<file path="config.mk">
export PLATFORM = sky130hd
export DESIGN_NAME = mem_ctrl_flat
export DESIGN_NICKNAME = d
export VERILOG_FILES = /design/src/rtl/mem_ctrl_if.sv /design/src/rtl/mem_ctrl.sv /design/src/flat_wrapper.sv
export SDC_FILE = /design/constraint.sdc
export NUM_CORES = 1
export LEC_CHECK = 0
export ABC_AREA = 1
export BUFFER_PORTS_ARGS = -buffer_cell sky130_fd_sc_hd__buf_4
export CAP_MARGIN = 5
export CELL_PAD_IN_SITES_DETAIL_PLACEMENT = 2
export CELL_PAD_IN_SITES_GLOBAL_PLACEMENT = 2
export CORE_MARGIN = 8
export CORE_UTILIZATION = 25
export CTS_BUF_LIST = sky130_fd_sc_hd__clkbuf_8
export DETAILED_ROUTE_END_ITERATION = 7
export HOLD_SLACK_MARGIN = 0.15
export PLACE_DENSITY = 0.73
export SLEW_MARGIN = 0
export SYNTH_ARGS = -nofsm -noshare
export SYNTH_HDL_FRONTEND = slang
export SYNTH_SLANG_ARGS = --single-unit
</file>
<file path="constraint.sdc">
create_clock -name clk -period 5.6 [get_ports clk]
set_input_delay 0.28 -clock clk [delete_from_list [all_inputs] [get_ports clk]]
set_output_delay 0.28 -clock clk [all_outputs]
set_load 0.03 [all_outputs]
</file>
<file path="src/rtl/mem_ctrl_if.sv">
// mem_ctrl_if: bundle of every mem_ctrl signal except clk/rst.
//   master : requester/environment side (IF unit, LSB, RAM/IO pins, rdy/flush)
//   slave  : mem_ctrl side
interface mem_ctrl_if #(parameter int ADDR_W = 32);
  logic              rdy;
  logic              jump_flag;
  logic              io_buffer_full;
  logic [7:0]        mem_din;
  logic [7:0]        mem_dout;
  logic [ADDR_W-1:0] mem_a;
  logic              mem_wr;
  logic              if_enable;
  logic [ADDR_W-1:0] if_addr;
  logic              if_success;
  logic [31:0]       if_rdata;
  logic              lsb_enable;
  logic              lsb_wr_tag;
  logic [2:0]        lsb_op_size;
  logic [ADDR_W-1:0] lsb_addr;
  logic [31:0]       lsb_wdata;
  logic              lsb_success;
  logic [31:0]       lsb_rdata;

  modport master (
    output rdy, jump_flag, io_buffer_full, mem_din,
           if_enable, if_addr,
           lsb_enable, lsb_wr_tag, lsb_op_size, lsb_addr, lsb_wdata,
    input  mem_dout, mem_a, mem_wr, if_success, if_rdata, lsb_success, lsb_rdata
  );

  modport slave (
    input  rdy, jump_flag, io_buffer_full, mem_din,
           if_enable, if_addr,
           lsb_enable, lsb_wr_tag, lsb_op_size, lsb_addr, lsb_wdata,
    output mem_dout, mem_a, mem_wr, if_success, if_rdata, lsb_success, lsb_rdata
  );
endinterface

</file>
<file path="src/rtl/mem_ctrl.sv">
// mem_ctrl: sole owner of the 8-bit RAM/IO port. Arbitrates IF fetches and
// LSB loads/stores (LSB has fixed priority) and runs each grant as 1/2/4
// byte-serial accesses, returning one success pulse per request.
// Ports:
//   clk, rst  : clock, asynchronous active-high reset
//   bus       : mem_ctrl_if.slave (rdy, jump_flag, io_buffer_full, RAM pins,
//               IF request/response, LSB request/response)
// Build option: MEM_CTRL_IF_ABORT_EN -- when defined, jump_flag during an
// IF-owned read abandons it (back to IDLE, no if_success).
module mem_ctrl #(
  parameter logic [1:0] IO_HI  = 2'b11,
  parameter int         ADDR_W = 32
) (
  input  logic       clk,
  input  logic       rst,
  mem_ctrl_if.slave  bus
);

  typedef enum logic [1:0] {IDLE = 2'd0, READ = 2'd1, WRITE = 2'd2, DONE = 2'd3} state_t;
  typedef enum logic [1:0] {OWN_NONE = 2'd0, OWN_IF = 2'd1, OWN_LSB = 2'd2} owner_t;

  state_t            state;
  owner_t            owner;
  logic [ADDR_W-1:0] addr;
  logic [2:0]        n;
  logic [2:0]        cnt;
  logic [31:0]       wdata;
  logic [31:0]       rbuf;

  logic [2:0]        lsb_n;
  logic              lsb_io;
  logic              stall;
  logic [1:0]        cap_idx;
  logic [1:0]        nxt_idx;
  logic [ADDR_W-1:0] nxt_a;
  logic [31:0]       rfinal;

  always_comb begin
    case (bus.lsb_op_size)
      3'b001:  lsb_n = 3'd1;
      3'b010:  lsb_n = 3'd2;
      default: lsb_n = 3'd4;
    endcase
  end

  assign lsb_io  = (bus.lsb_addr[17:16] == IO_HI);
  assign stall   = (addr[17:16] == IO_HI) && bus.io_buffer_full;
  // In READ, cnt counts edges since grant; the byte on mem_din at edge
  // E_{cnt+1} belongs to offset cnt-1 (one-cycle RAM read latency).
  assign cap_idx = cnt[1:0] - 2'd1;
  assign nxt_idx = cnt[1:0] + 2'd1;
  assign nxt_a   = addr + ADDR_W'(cnt) + ADDR_W'(1);

  // Word as it will look once the byte currently on mem_din is merged in.
  always_comb begin
    rfinal = rbuf;
    rfinal[{cap_idx, 3'b000} +: 8] = bus.mem_din;
  end

  always_ff @(posedge clk or posedge rst) begin
    if (rst) begin
      state           <= IDLE;
      owner           <= OWN_NONE;
      addr            <= '0;
      n               <= '0;
      cnt             <= '0;
      wdata           <= '0;
      rbuf            <= '0;
      bus.mem_dout    <= '0;
      bus.mem_a       <= '0;
      bus.mem_wr      <= 1'b0;
      bus.if_success  <= 1'b0;
      bus.if_rdata    <= '0;
      bus.lsb_success <= 1'b0;
      bus.lsb_rdata   <= '0;
    end else if (bus.rdy) begin
      bus.if_success  <= 1'b0;
      bus.lsb_success <= 1'b0;
      case (state)
        IDLE: begin
          bus.mem_wr <= 1'b0;
          cnt        <= '0;
          rbuf       <= '0;
          if (bus.lsb_enable) begin
            owner     <= OWN_LSB;
            addr      <= bus.lsb_addr;
            n         <= lsb_n;
            wdata     <= bus.lsb_wdata;
            bus.mem_a <= bus.lsb_addr;
            if (bus.lsb_wr_tag) begin
              state        <= WRITE;
              bus.mem_dout <= bus.lsb_wdata[7:0];
              bus.mem_wr   <= !(lsb_io && bus.io_buffer_full);
            end else begin
              state <= READ;
            end
          end else if (bus.if_enable && !bus.jump_flag) begin
            owner     <= OWN_IF;
            addr      <= bus.if_addr;
            n         <= 3'd4;
            bus.mem_a <= bus.if_addr;
            state     <= READ;
          end
        end
        READ: begin
`ifdef MEM_CTRL_IF_ABORT_EN
          if (owner == OWN_IF && bus.jump_flag) begin
            bus.mem_wr <= 1'b0;
            cnt        <= '0;
            state      <= IDLE;
          end else
`endif
          begin
            if (cnt + 3'd1 < n)
              bus.mem_a <= nxt_a;
            if (cnt == n) begin
              state <= DONE;
              if (owner == OWN_IF) begin
                bus.if_rdata   <= rfinal;
                bus.if_success <= 1'b1;
              end else begin
                bus.lsb_rdata   <= rfinal;
                bus.lsb_success <= 1'b1;
              end
            end else begin
              if (cnt != 3'd0)
                rbuf[{cap_idx, 3'b000} +: 8] <= bus.mem_din;
              cnt <= cnt + 3'd1;
            end
          end
        end
        WRITE: begin
          if (bus.mem_wr) begin
            // The byte driven last cycle commits at this edge.
            if (cnt + 3'd1 == n) begin
              bus.mem_wr      <= 1'b0;
              bus.lsb_success <= 1'b1;
              state           <= DONE;
            end else begin
              cnt          <= cnt + 3'd1;
              bus.mem_a    <= nxt_a;
              bus.mem_dout <= wdata[{nxt_idx, 3'b000} +: 8];
              bus.mem_wr   <= !stall;
            end
          end else begin
            // IO stall: address/data already on the pins, just wait.
            bus.mem_wr <= !stall;
          end
        end
        DONE: begin
          // Requester's enable is still high here, so no grant this cycle.
          state <= IDLE;
        end
      endcase
    end
  end

endmodule

</file>
<file path="src/flat_wrapper.sv">
// flat-port wrapper written by rule: the top's interface ports become plain ports
module mem_ctrl_flat 
#(
  parameter logic [1:0] IO_HI  = 2'b11,
  parameter int         ADDR_W = 32
)
  (clk, rst, bus_rdy, bus_jump_flag, bus_io_buffer_full, bus_mem_din, bus_if_enable, bus_if_addr, bus_lsb_enable, bus_lsb_wr_tag, bus_lsb_op_size, bus_lsb_addr, bus_lsb_wdata, bus_mem_dout, bus_mem_a, bus_mem_wr, bus_if_success, bus_if_rdata, bus_lsb_success, bus_lsb_rdata);
  mem_ctrl_if #(.ADDR_W(ADDR_W)) bus_i ();
  input  logic clk;
  input  logic rst;
  input wire logic [$bits(bus_i.rdy)-1:0] bus_rdy;
  input wire logic [$bits(bus_i.jump_flag)-1:0] bus_jump_flag;
  input wire logic [$bits(bus_i.io_buffer_full)-1:0] bus_io_buffer_full;
  input wire logic [$bits(bus_i.mem_din)-1:0] bus_mem_din;
  input wire logic [$bits(bus_i.if_enable)-1:0] bus_if_enable;
  input wire logic [$bits(bus_i.if_addr)-1:0] bus_if_addr;
  input wire logic [$bits(bus_i.lsb_enable)-1:0] bus_lsb_enable;
  input wire logic [$bits(bus_i.lsb_wr_tag)-1:0] bus_lsb_wr_tag;
  input wire logic [$bits(bus_i.lsb_op_size)-1:0] bus_lsb_op_size;
  input wire logic [$bits(bus_i.lsb_addr)-1:0] bus_lsb_addr;
  input wire logic [$bits(bus_i.lsb_wdata)-1:0] bus_lsb_wdata;
  output wire logic [$bits(bus_i.mem_dout)-1:0] bus_mem_dout;
  output wire logic [$bits(bus_i.mem_a)-1:0] bus_mem_a;
  output wire logic [$bits(bus_i.mem_wr)-1:0] bus_mem_wr;
  output wire logic [$bits(bus_i.if_success)-1:0] bus_if_success;
  output wire logic [$bits(bus_i.if_rdata)-1:0] bus_if_rdata;
  output wire logic [$bits(bus_i.lsb_success)-1:0] bus_lsb_success;
  output wire logic [$bits(bus_i.lsb_rdata)-1:0] bus_lsb_rdata;
  assign bus_i.rdy = bus_rdy;
  assign bus_i.jump_flag = bus_jump_flag;
  assign bus_i.io_buffer_full = bus_io_buffer_full;
  assign bus_i.mem_din = bus_mem_din;
  assign bus_i.if_enable = bus_if_enable;
  assign bus_i.if_addr = bus_if_addr;
  assign bus_i.lsb_enable = bus_lsb_enable;
  assign bus_i.lsb_wr_tag = bus_lsb_wr_tag;
  assign bus_i.lsb_op_size = bus_lsb_op_size;
  assign bus_i.lsb_addr = bus_lsb_addr;
  assign bus_i.lsb_wdata = bus_lsb_wdata;
  assign bus_mem_dout = bus_i.mem_dout;
  assign bus_mem_a = bus_i.mem_a;
  assign bus_mem_wr = bus_i.mem_wr;
  assign bus_if_success = bus_i.if_success;
  assign bus_if_rdata = bus_i.if_rdata;
  assign bus_lsb_success = bus_i.lsb_success;
  assign bus_lsb_rdata = bus_i.lsb_rdata;
  mem_ctrl #(.IO_HI(IO_HI), .ADDR_W(ADDR_W)) u_core (.clk(clk), .rst(rst), .bus(bus_i));
endmodule
</file>
# Yosys cells after proc, flatten, opt, wreduce, memory -nomap -nowiden
# Cells that the tools add are included.
[word_totals]
register_bits = 213
latch_bits = 0
ramBits = 0
romBits = 0
in_bits = 115
output_inout_bits = 107
word_cells = 110
n_memories = 0
[classes]
addsub = 6
mul = 0
n_div = 0
n_lt_le_gt_ge = 1
eq_ne = 20
n_shift = 3
mux = 43
bitwise_logic = 1
n_reduce_logical = 22
[op_table]
columns = ["cell", "count"]
rows = [
  ["$mux 32", 7],
  ["$pmux 32 s3", 1],
  ["$pmux 32 s2", 1],
  ["$add 32x1->32 const B", 1],
  ["$add 32x3->32", 1],
  ["$bwmux 32", 1],
  ["$mux 8", 4],
  ["$shift 8x7->32 const A", 1],
  ["$shiftx 32x6->8", 1],
  ["$shiftx 8x7->32", 1],
  ["$pmux 8 s2", 1],
  ["$mux 3", 5],
  ["$mux 2", 7],
  ["$reduce_and 4->1", 3],
  ["$reduce_and 6->1", 2],
  ["$mux 1", 11],
  ["$ne 2x1->1 const B", 5],
  ["$reduce_and 5->1", 2],
  ["$pmux 3 s3", 1],
  ["$eq 2x2->1 const B", 4],
  ["$ne 2x2->1 const B", 4],
  ["$pmux 2 s4", 1],
  ["$neg 5->7", 1],
  ["$eq 3x3->1", 2],
  ["18 further kinds", 28],
]

# Longest topological paths before layout
# Gate-level depths: netlist (run 1).
[depth]
ltp_word = 7
mapped_depth = 14
depth_no_buf = 13

# Least setup slack after synthesis (run 1)
# No wires, ideal clock.
[synth_path]
kind = "reg-to-reg"
startpoint = "reg u_core.cnt[0]"
endpoint = "reg u_core.bus.mem_a[18]"
setup_ps = 123
arrival_ps = 2348
required_time_ps = 5477
path_slack_ps = 3129
path_stages_with_launch = 13
path_buffers = 2
period_less_slack_ps = 2471
cell_sequence = "dfrtp_1 inv_1 buf_1 ha_1 ha_1 nand3_1 nor2_2 nor2_1 nand3_2 buf_2 nor2_1 o21ai_0 nand2_1"
[synth_via]
elab_chain_len = 5
word_cells_on_any_way = 12
cone_classes = "add/sub: 3; order compare: 1; eq/ne: 3; mux: 4; reduce/logical: 1"
[synth_lines]
columns = ["element", "line_no", "text"]
rows = [
  ["start, declared", "mem_ctrl.sv:26", "logic [2:0] cnt;"],
  ["start signal, assigned", "mem_ctrl.sv:128", "cnt <= cnt + 3'd1;"],
  ["start signal, assigned", "mem_ctrl.sv:140", "cnt <= cnt + 3'd1;"],
  ["$add 32x3->32", "mem_ctrl.sv:52", "assign nxt_a = addr + ADDR_W'(cnt) + ADDR_W'(1);"],
  ["$add 32x1->32", "mem_ctrl.sv:52", ""],
  ["$mux 32", "mem_ctrl.sv:135", "if (cnt + 3'd1 == n) begin"],
  ["$mux 32", "mem_ctrl.sv:133", "if (bus.mem_wr) begin"],
  ["$pmux 32 s3", "mem_ctrl.sv:79", "case (state)"],
  ["end signal, assigned", "mem_ctrl.sv:89", "bus.mem_a <= bus.lsb_addr;"],
  ["end signal, assigned", "mem_ctrl.sv:101", "bus.mem_a <= bus.if_addr;"],
  ["end signal, assigned", "mem_ctrl.sv:141", "bus.mem_a <= nxt_a;"],
  ["end, declared", "mem_ctrl_if.sv:35", "output mem_dout, mem_a, mem_wr, if_success, if_rdata, lsb_success, lsb_rdata"],
]
# Several ways; a longest one is shown, not always the timed one. The select of a mux whose other input is x is not followed.
# A chain may end at the register's enable or synchronous reset.

# Worst setup path after layout (run 1)
[layout_path]
startpoint = "reg u_core.cnt[0]"
endpoint = "reg u_core.bus.mem_a[8]"
# The elaborated chain is that of the path after synthesis.

==> impl_metrics.env, run 1 <==
export IMPL_fin_skew_ns=0.04239
export IMPL_track_usage=0.1818
export IMPL_io_pins=222
export IMPL_cp_common_cell="ha_1"
export IMPL_synth_area_sq_mm=0.01082
export IMPL_critPathRequiredTime_ns=6.09
export IMPL_dpl_instance_area_sq_mm=0.01296
export IMPL_root_buffer="clkbuf_8"
export IMPL_swShare=0.4567
export IMPL_powerDensity_mw_per_mm2=484.1
export IMPL_r2r_start="u_core.cnt[0]"
export IMPL_place_gp_congestion=0.7828
export IMPL_cts_tree="built"
export IMPL_cp_end_kind="flop"
export IMPL_maxSlewViolCount=0
export IMPL_min_period_ns=4.054
export IMPL_max_freq_mhz=246.7
export IMPL_reg2reg_depth=10
export IMPL_fin_nets=1911
export IMPL_slowest_stage="dfrtp_1"
export IMPL_grt_pass1_vias=12908
export IMPL_syn_num_nets=1588
export IMPL_ys_types=35
export IMPL_die_w_um=224.0
export IMPL_crit_family="simple AND/OR/NAND/NOR gates"
export IMPL_rows=76
export IMPL_wl_um=46190
export IMPL_stdcell_count=2397
export IMPL_ant_nets=0
export IMPL_path_cells="inv_1, ha_1, ha_1, nand3_1, nor2_2, nor2_1, nand3_2, inv_2, o211ai_1, nand2_1"
export IMPL_hold_viol_final=0
export IMPL_crit_end="u_core.bus.mem_a[8]"
export IMPL_synth_seq_cells=213
export IMPL_fin_tns_setup_ns=0
export IMPL_layout_setup_ws_ns=1.546
export IMPL_final_cell_mix="nand2_1 (569), buf_4 (229), dfrtp_1 (213)"
export IMPL_path_buf_inv=2
export IMPL_grt_start_max_net_pins=73
export IMPL_clkPwrFrac=0.224
export IMPL_antenna_found_initial=5
export IMPL_io_buffers=221
export IMPL_clk_pin_slew_ns=0.07
export IMPL_worst_pin_slew_ns=1.192
export IMPL_synth_seq_area_share=0.4928
export IMPL_initial_core_util=0.2522
export IMPL_p_leak_nw=7.192
export IMPL_rsz0062_at_grt="no"
export IMPL_drive_gt1_frac=0.1715
export IMPL_p_int_w=0.003945
export IMPL_worst_path_stages=10
export IMPL_mostFrequentLayoutCell="nand2_1"
export IMPL_finalSetupViolCount=0
export IMPL_vias=11185
export IMPL_slew_headroom=0.2043
export IMPL_core_area_sq_mm=0.04289
export IMPL_placed_cells=2205
export IMPL_ys_async_sr_fraction=1.000
export IMPL_yosys_warnings=0
export IMPL_postLayoutCellArea_sq_mm=0.01500
export IMPL_via_per_inst=4.666
export IMPL_dp_slack_ns=1.595
export IMPL_die_area_sq_mm=0.05017
export IMPL_final_util=0.3497
export IMPL_peakVddDrop_mv=0.2196
export IMPL_cp_slowest_stage_delay_ns=0.70
export IMPL_cts_sinks=213
export IMPL_die_h_um=224.0
export IMPL_drc=0
export IMPL_p_sw_w=0.003316
export IMPL_synth_edff_count=0
export IMPL_syn_area_per_cell_sq_um=7.428
export IMPL_clk_latency_ns=0.58
export IMPL_cts_max_path_buffers=3
export IMPL_ys_flop_type="dfrtp_1"
export IMPL_r2r_end="u_core.bus.mem_a[8]"
export IMPL_cap_violations=0
export IMPL_cts_buffers_inserted=41
export IMPL_grt_overflow_total=0
export IMPL_drt_pass1_iterations=5
export IMPL_crit_start="u_core.cnt[0]"
export IMPL_arrival_ns=4.54
export IMPL_seqPwrFrac=0.336
export IMPL_fin_crit_sh=0.7239
export IMPL_path_class="flop to flop"
export IMPL_routedWlPerCell_um=19.27
export IMPL_first_iter_violations=529
export IMPL_ctsHtreeMaxLevel=2
export IMPL_place_hpwl_um=31460
export IMPL_grt_pass1_wl_um=72860
export IMPL_crit_fanout=31
export IMPL_pwr_share_comb=0.440
export IMPL_netlist_instances=1456
export IMPL_rrSetupSlack_ns=1.55
export IMPL_synthToLayoutAreaGrowth_pct=38.66
export IMPL_status="finished clean"
export IMPL_worstSetupStartpointType="flop"
export IMPL_min_path_type="input port to flop"
[power by group through the flow]
stage / Combinational, W / Sequential (W) / Clock (W)
after global routing: 0.00355 / 0.00250 / 0.00174
after floorplan: 0.00160 / 0.00269 / 0
after detailed placement: 0.00303 / 0.00245 / 0
final: 0.00320 / 0.00244 / 0.00162
after CTS: 0.00318 / 0.00244 / 0.00167
after global placement: 0.00291 / 0.00244 / 0
[per-layer routing]
| metal | part of all wire | GRT usage |
|---|---|---|
| met5 | 0.00028 | 0 |
| met4 | 0.033 | 0.07264 |
| met3 | 0.038 | 0.03087 |
| met2 | 0.50 | 0.3184 |
| met1 | 0.43 | 0.2195 |
[what timing repair did]
| action | 4_1_cts | 5_1_grt |
|---|---|---|
| endpoints found under the hold margin | 119 | 0 |
| hold buffers | 116 | 0 |
| resized for setup | 0 | 0 |
| setup buffers | 0 | 0 |
[synth_stat cells (2+ instances only)]
cell type / number / area [sq um]
nand2_1: 569 / 2136
dfrtp_1: 213 / 5330
o21ai_0: 156 / 780.8
inv_1: 132 / 495.5
nor2_1: 111 / 416.7
nand3_1: 87 / 435.4
clkbuf_1: 28 / 105.1
buf_2: 25 / 125.1
o21ai_1: 25 / 125.1
ha_1: 16 / 200.2
a31oi_1: 15 / 93.84
o22ai_1: 11 / 68.82
nand4_1: 10 / 62.56
o211ai_1: 7 / 52.55
o31ai_1: 7 / 52.55
a21oi_1: 6 / 30.03
buf_6: 6 / 67.56
buf_1: 4 / 15.01
inv_2: 3 / 11.26
nand3_2: 3 / 30.03
or2_2: 3 / 18.77
buf_4: 2 / 15.01
nor2_2: 2 / 12.51
nor4_1: 2 / 12.51
xnor2_1: 2 / 17.52
xor2_1: 2 / 17.52
[registers in the layout (all words and copies together) (netlist names)]
name                    cells
u_core.rbuf                32
u_core.bus.if_success       1
u_core.n                    3
u_core.cnt                  3
u_core.wdata               32
u_core.bus.if_rdata        32
u_core.bus.mem_wr           1
u_core.bus.mem_a           32
u_core.bus.lsb_rdata       32
u_core.owner                2
u_core.bus.lsb_success      1
u_core.state                2
u_core.bus.mem_dout         8
u_core.addr                32
[worst min-delay path by stage]
stage                                   from                        to  cells after the start
after floorplan            bus_lsb_wdata[10]          u_core.wdata[10]                      2
after global placement                   rst  u_core.bus.lsb_rdata[11]                      2
after detailed placement                 rst  u_core.bus.lsb_rdata[11]                      2
after CTS                     bus_mem_din[3]            u_core.rbuf[3]                      5
after global routing      bus_io_buffer_full         u_core.bus.mem_wr                      4
final                     bus_io_buffer_full         u_core.bus.mem_wr                      4
[cells by family after synthesis]
logic type | count (synthesis) | synth area share
compound gates | 229 | 0.1127
xor+xnor | 4 | 0.003240
fa+ha+maj | 17 | 0.02036
buf+inv | 202 | 0.07797
flops | 213 | 0.4928
simple gates | 791 | 0.2929
[layout make-up]
type / instances / area (sq um)
antenna: 4 / 10.01
clock inverter: 16 / 90.09
sequential: 213 / 5330
clock buffer: 56 / 770.7
timing repair buffer: 346 / 2900
fill: 5010 / 27890
inverter: 136 / 514.2
tap: 585 / 732.0
multi-input combinational: 1041 / 4649
[stage by stage]
step                power (W)  hold slack [ns]
global route         0.007782           0.1982
global placement     0.005350           0.3921
CTS                  0.007292           0.1594
finish               0.007261           0.1781
floorplan            0.004289           0.3966
detailed placement   0.005483           0.3986
[worst min-delay path, delay by kind of cell]
| kind | cells | cell delay [ns] |
|---|---|---|
| compound gates | 2 | 0.19 |
| buf+inv | 1 | 0.11 |
| simple gates | 1 | 0.13 |
(Power assumes the default switching activity.)
==> run 2: changes to the inputs <==
--- a/config.mk
+++ b/config.mk
@@ -15,7 +15,7 @@
 export CTS_BUF_LIST = sky130_fd_sc_hd__clkbuf_8
 export DETAILED_ROUTE_END_ITERATION = 7
 export HOLD_SLACK_MARGIN = 0.15
-export PLACE_DENSITY = 0.73
+export PLACE_DENSITY = 0.71
 export SLEW_MARGIN = 0
 export SYNTH_ARGS = -nofsm -noshare
 export SYNTH_HDL_FRONTEND = slang
==> constraint.sdc (replaced) <==
create_clock -name clk -period 4 [get_ports clk]
set_input_delay 0.2 -clock clk [delete_from_list [all_inputs] [get_ports clk]]
set_output_delay 0.2 -clock clk [all_outputs]
set_load 0.03 [all_outputs]
==> run 2 against run 1 <==
Against the previous run: largest power group unchanged; largest cell class unchanged; clock-buffer cell count decreased by 6; first-iteration DRC count grew 21%; maximum frequency rose by 27%; final area up 1.8%; sequential share of layout area decreased by 0.61 points; global-route usage decreased by 0.16 points; combinational power rose by 42%; highest routed layer is now met4; cell count rose by 1.2%; worst setup slack lost 0.74 ns; sequential cell count is the same; sequential power is 39% higher; core utilization increased by 0.62 points.
==> impl_metrics.env, run 2 (synthesized netlist as in run 1, its figures left out) <==
export IMPL_first_iter_violations=642
export IMPL_ctsHtreeMaxLevel=2
export IMPL_powerDensity_mw_per_mm2=666.9
export IMPL_fin_skew_ns=0.03524
export IMPL_ant_nets=0
export IMPL_path_class="flop to flop"
export IMPL_die_area_sq_mm=0.05017
export IMPL_cts_sinks=213
export IMPL_track_usage=0.1801
export IMPL_clk_pin_slew_ns=0.06
export IMPL_hold_slack_ns=0.2193
export IMPL_r2r_end="u_core.bus.mem_a[9]"
export IMPL_rrSetupSlack_ns=0.81
export IMPL_p_leak_nw=7.324
export IMPL_status="finished clean"
export IMPL_fin_tns_setup_ns=0
export IMPL_clk_latency_ns=0.59
export IMPL_slew_headroom=0.2670
export IMPL_min_path_type="input port to flop"
export IMPL_die_h_um=224.0
export IMPL_max_freq_mhz=313.6
export IMPL_via_per_inst=4.617
export IMPL_drive_gt1_frac=0.1671
export IMPL_initial_core_util=0.2522
export IMPL_crit_start="u_core.cnt[1]"
export IMPL_core_area_sq_mm=0.04289
export IMPL_die_w_um=224.0
export IMPL_place_hpwl_um=30850
export IMPL_dp_slack_ns=0.8941
export IMPL_place_gp_congestion=0.7785
export IMPL_hold_viol_final=0
export IMPL_cp_slowest_stage_delay_ns=0.60
export IMPL_io_buffers=221
export IMPL_peakVddDrop_mv=0.3255
export IMPL_vias=11196
export IMPL_cap_violations=0
export IMPL_maxSlewViolCount=0
export IMPL_rows=76
export IMPL_nFillCells=4959
export IMPL_drt_pass1_iterations=4
export IMPL_root_buffer="clkbuf_8"
export IMPL_path_cells="inv_1, ha_1, ha_1, nand3_1, nor2_2, nor2_1, nand3_2, inv_2, nand3_1, nand2_1"
export IMPL_cp_end_kind="flop"
export IMPL_cts_buffers_inserted=42
export IMPL_crit_family="simple AND/OR/NAND/NOR gates"
export IMPL_grt_pass1_wl_um=72310
export IMPL_worst_path_stages=10
export IMPL_cts_tree="built"
export IMPL_grt_start_max_net_pins=112
export IMPL_arrival_ns=3.70
export IMPL_fin_crit_sh=0.7972
export IMPL_io_pins=222
export IMPL_mostFrequentLayoutCell="nand2_1"
export IMPL_drc=0
export IMPL_path_buf_inv=2
export IMPL_wl_um=45280
export IMPL_synthToLayoutAreaGrowth_pct=41.10
export IMPL_grt_pass1_vias=12818
export IMPL_min_period_ns=3.189
export IMPL_rsz0062_at_grt="no"
export IMPL_final_cell_mix="nand2_1 (569), buf_4 (232), dfrtp_1 (213)"
export IMPL_r2r_start="u_core.cnt[1]"
export IMPL_reg2reg_depth=10
export IMPL_holdPathStages=7
export IMPL_critPathRequiredTime_ns=4.51
export IMPL_worst_pin_slew_ns=1.096
export IMPL_layout_setup_ws_ns=0.8111
export IMPL_fin_nets=1939
export IMPL_finalSetupViolCount=0
export IMPL_antenna_found_initial=3
export IMPL_cts_max_path_buffers=3
export IMPL_hold_start="bus_lsb_addr[20]"
export IMPL_min_to="u_core.bus.mem_a[20]"
export IMPL_grt_overflow_total=0
export IMPL_slowest_stage="ha_1"
export IMPL_crit_fanout=14
export IMPL_routedWlPerCell_um=18.67
export IMPL_worstSetupStartpointType="flop"
[run 2: cell count changes in the layout (fill, tap and decap cells not counted), moves of 2 or more]
cell,delta
clkinv_2,-3
buf_12,+2
bufinv_16,+2
inv_1,+10
clkbuf_8,-6
buf_4,+3
dlygate4sd3_1,+22
[run 2: power by group]
part | internal [W] | switching [W]
Combinational | 0.00150 | 0.00303
Sequential | 0.00282 | 0.000553
Clock | 0.00126 | 0.00101
Total | 0.00559 | 0.00459
[run 2: worst max path at each step]
stage | endpoint
after floorplan | u_core.addr[0]
after global placement | u_core.bus.mem_a[8]
after detailed placement | u_core.bus.mem_a[4]
after CTS | u_core.bus.mem_a[12]
after global routing | u_core.bus.mem_a[14]
final | u_core.bus.mem_a[9]
[run 2: final cells by class]
cell class                 count  area, sq um  share of cell area
antenna                        3        7.507           0.0004919
clock buffer                  50        688.2             0.04509
clock inverter                24        156.4             0.01025
inverter                     136        514.2             0.03370
multi-input combinational   1041         4649              0.3047
sequential                   213         5330              0.3493
tap                          585        732.0             0.04796
timing repair buffer         373         3183              0.2086
[run 2: worst reg2reg max path, cell delays in order, from the launching register on]
cell,delay (ns)
dfrtp_1,0.57
inv_1,0.15
ha_1,0.60
ha_1,0.34
nand3_1,0.14
nor2_2,0.09
nor2_1,0.14
nand3_2,0.37
inv_2,0.42
nand3_1,0.19
nand2_1,0.10
[run 2: stage by stage]
step             util  cells  instance area (sq um)  power, W
6_report       0.3558   2425                  15260   0.01018
4_1_cts        0.3557   2422                  15250   0.01028
3_5_place_dp   0.3038   2210                  13030  0.007696
5_1_grt        0.3558   2425                  15260   0.01095
3_3_place_gp   0.3038   2210                  13030  0.007526
2_1_floorplan       -   1456                  10820  0.006004
[run 2: repair_timing]
action                                 in CTS  in global routing
buffers inserted                            0                  0
endpoints found under the hold margin     373                  0
hold buffers                              138                  0
gates resized for setup                     0                  0
[run 2: metal layers]
metal	vias up	GRT usage	routed length (um)	share of wire
li1	5325	-	-	-
met1	5575	0.2210	19610	0.43
met2	212	0.3116	22450	0.50
met3	84	0.02969	1657	0.037
met4	0	0.07264	1563	0.035
met5	-	0	0	0
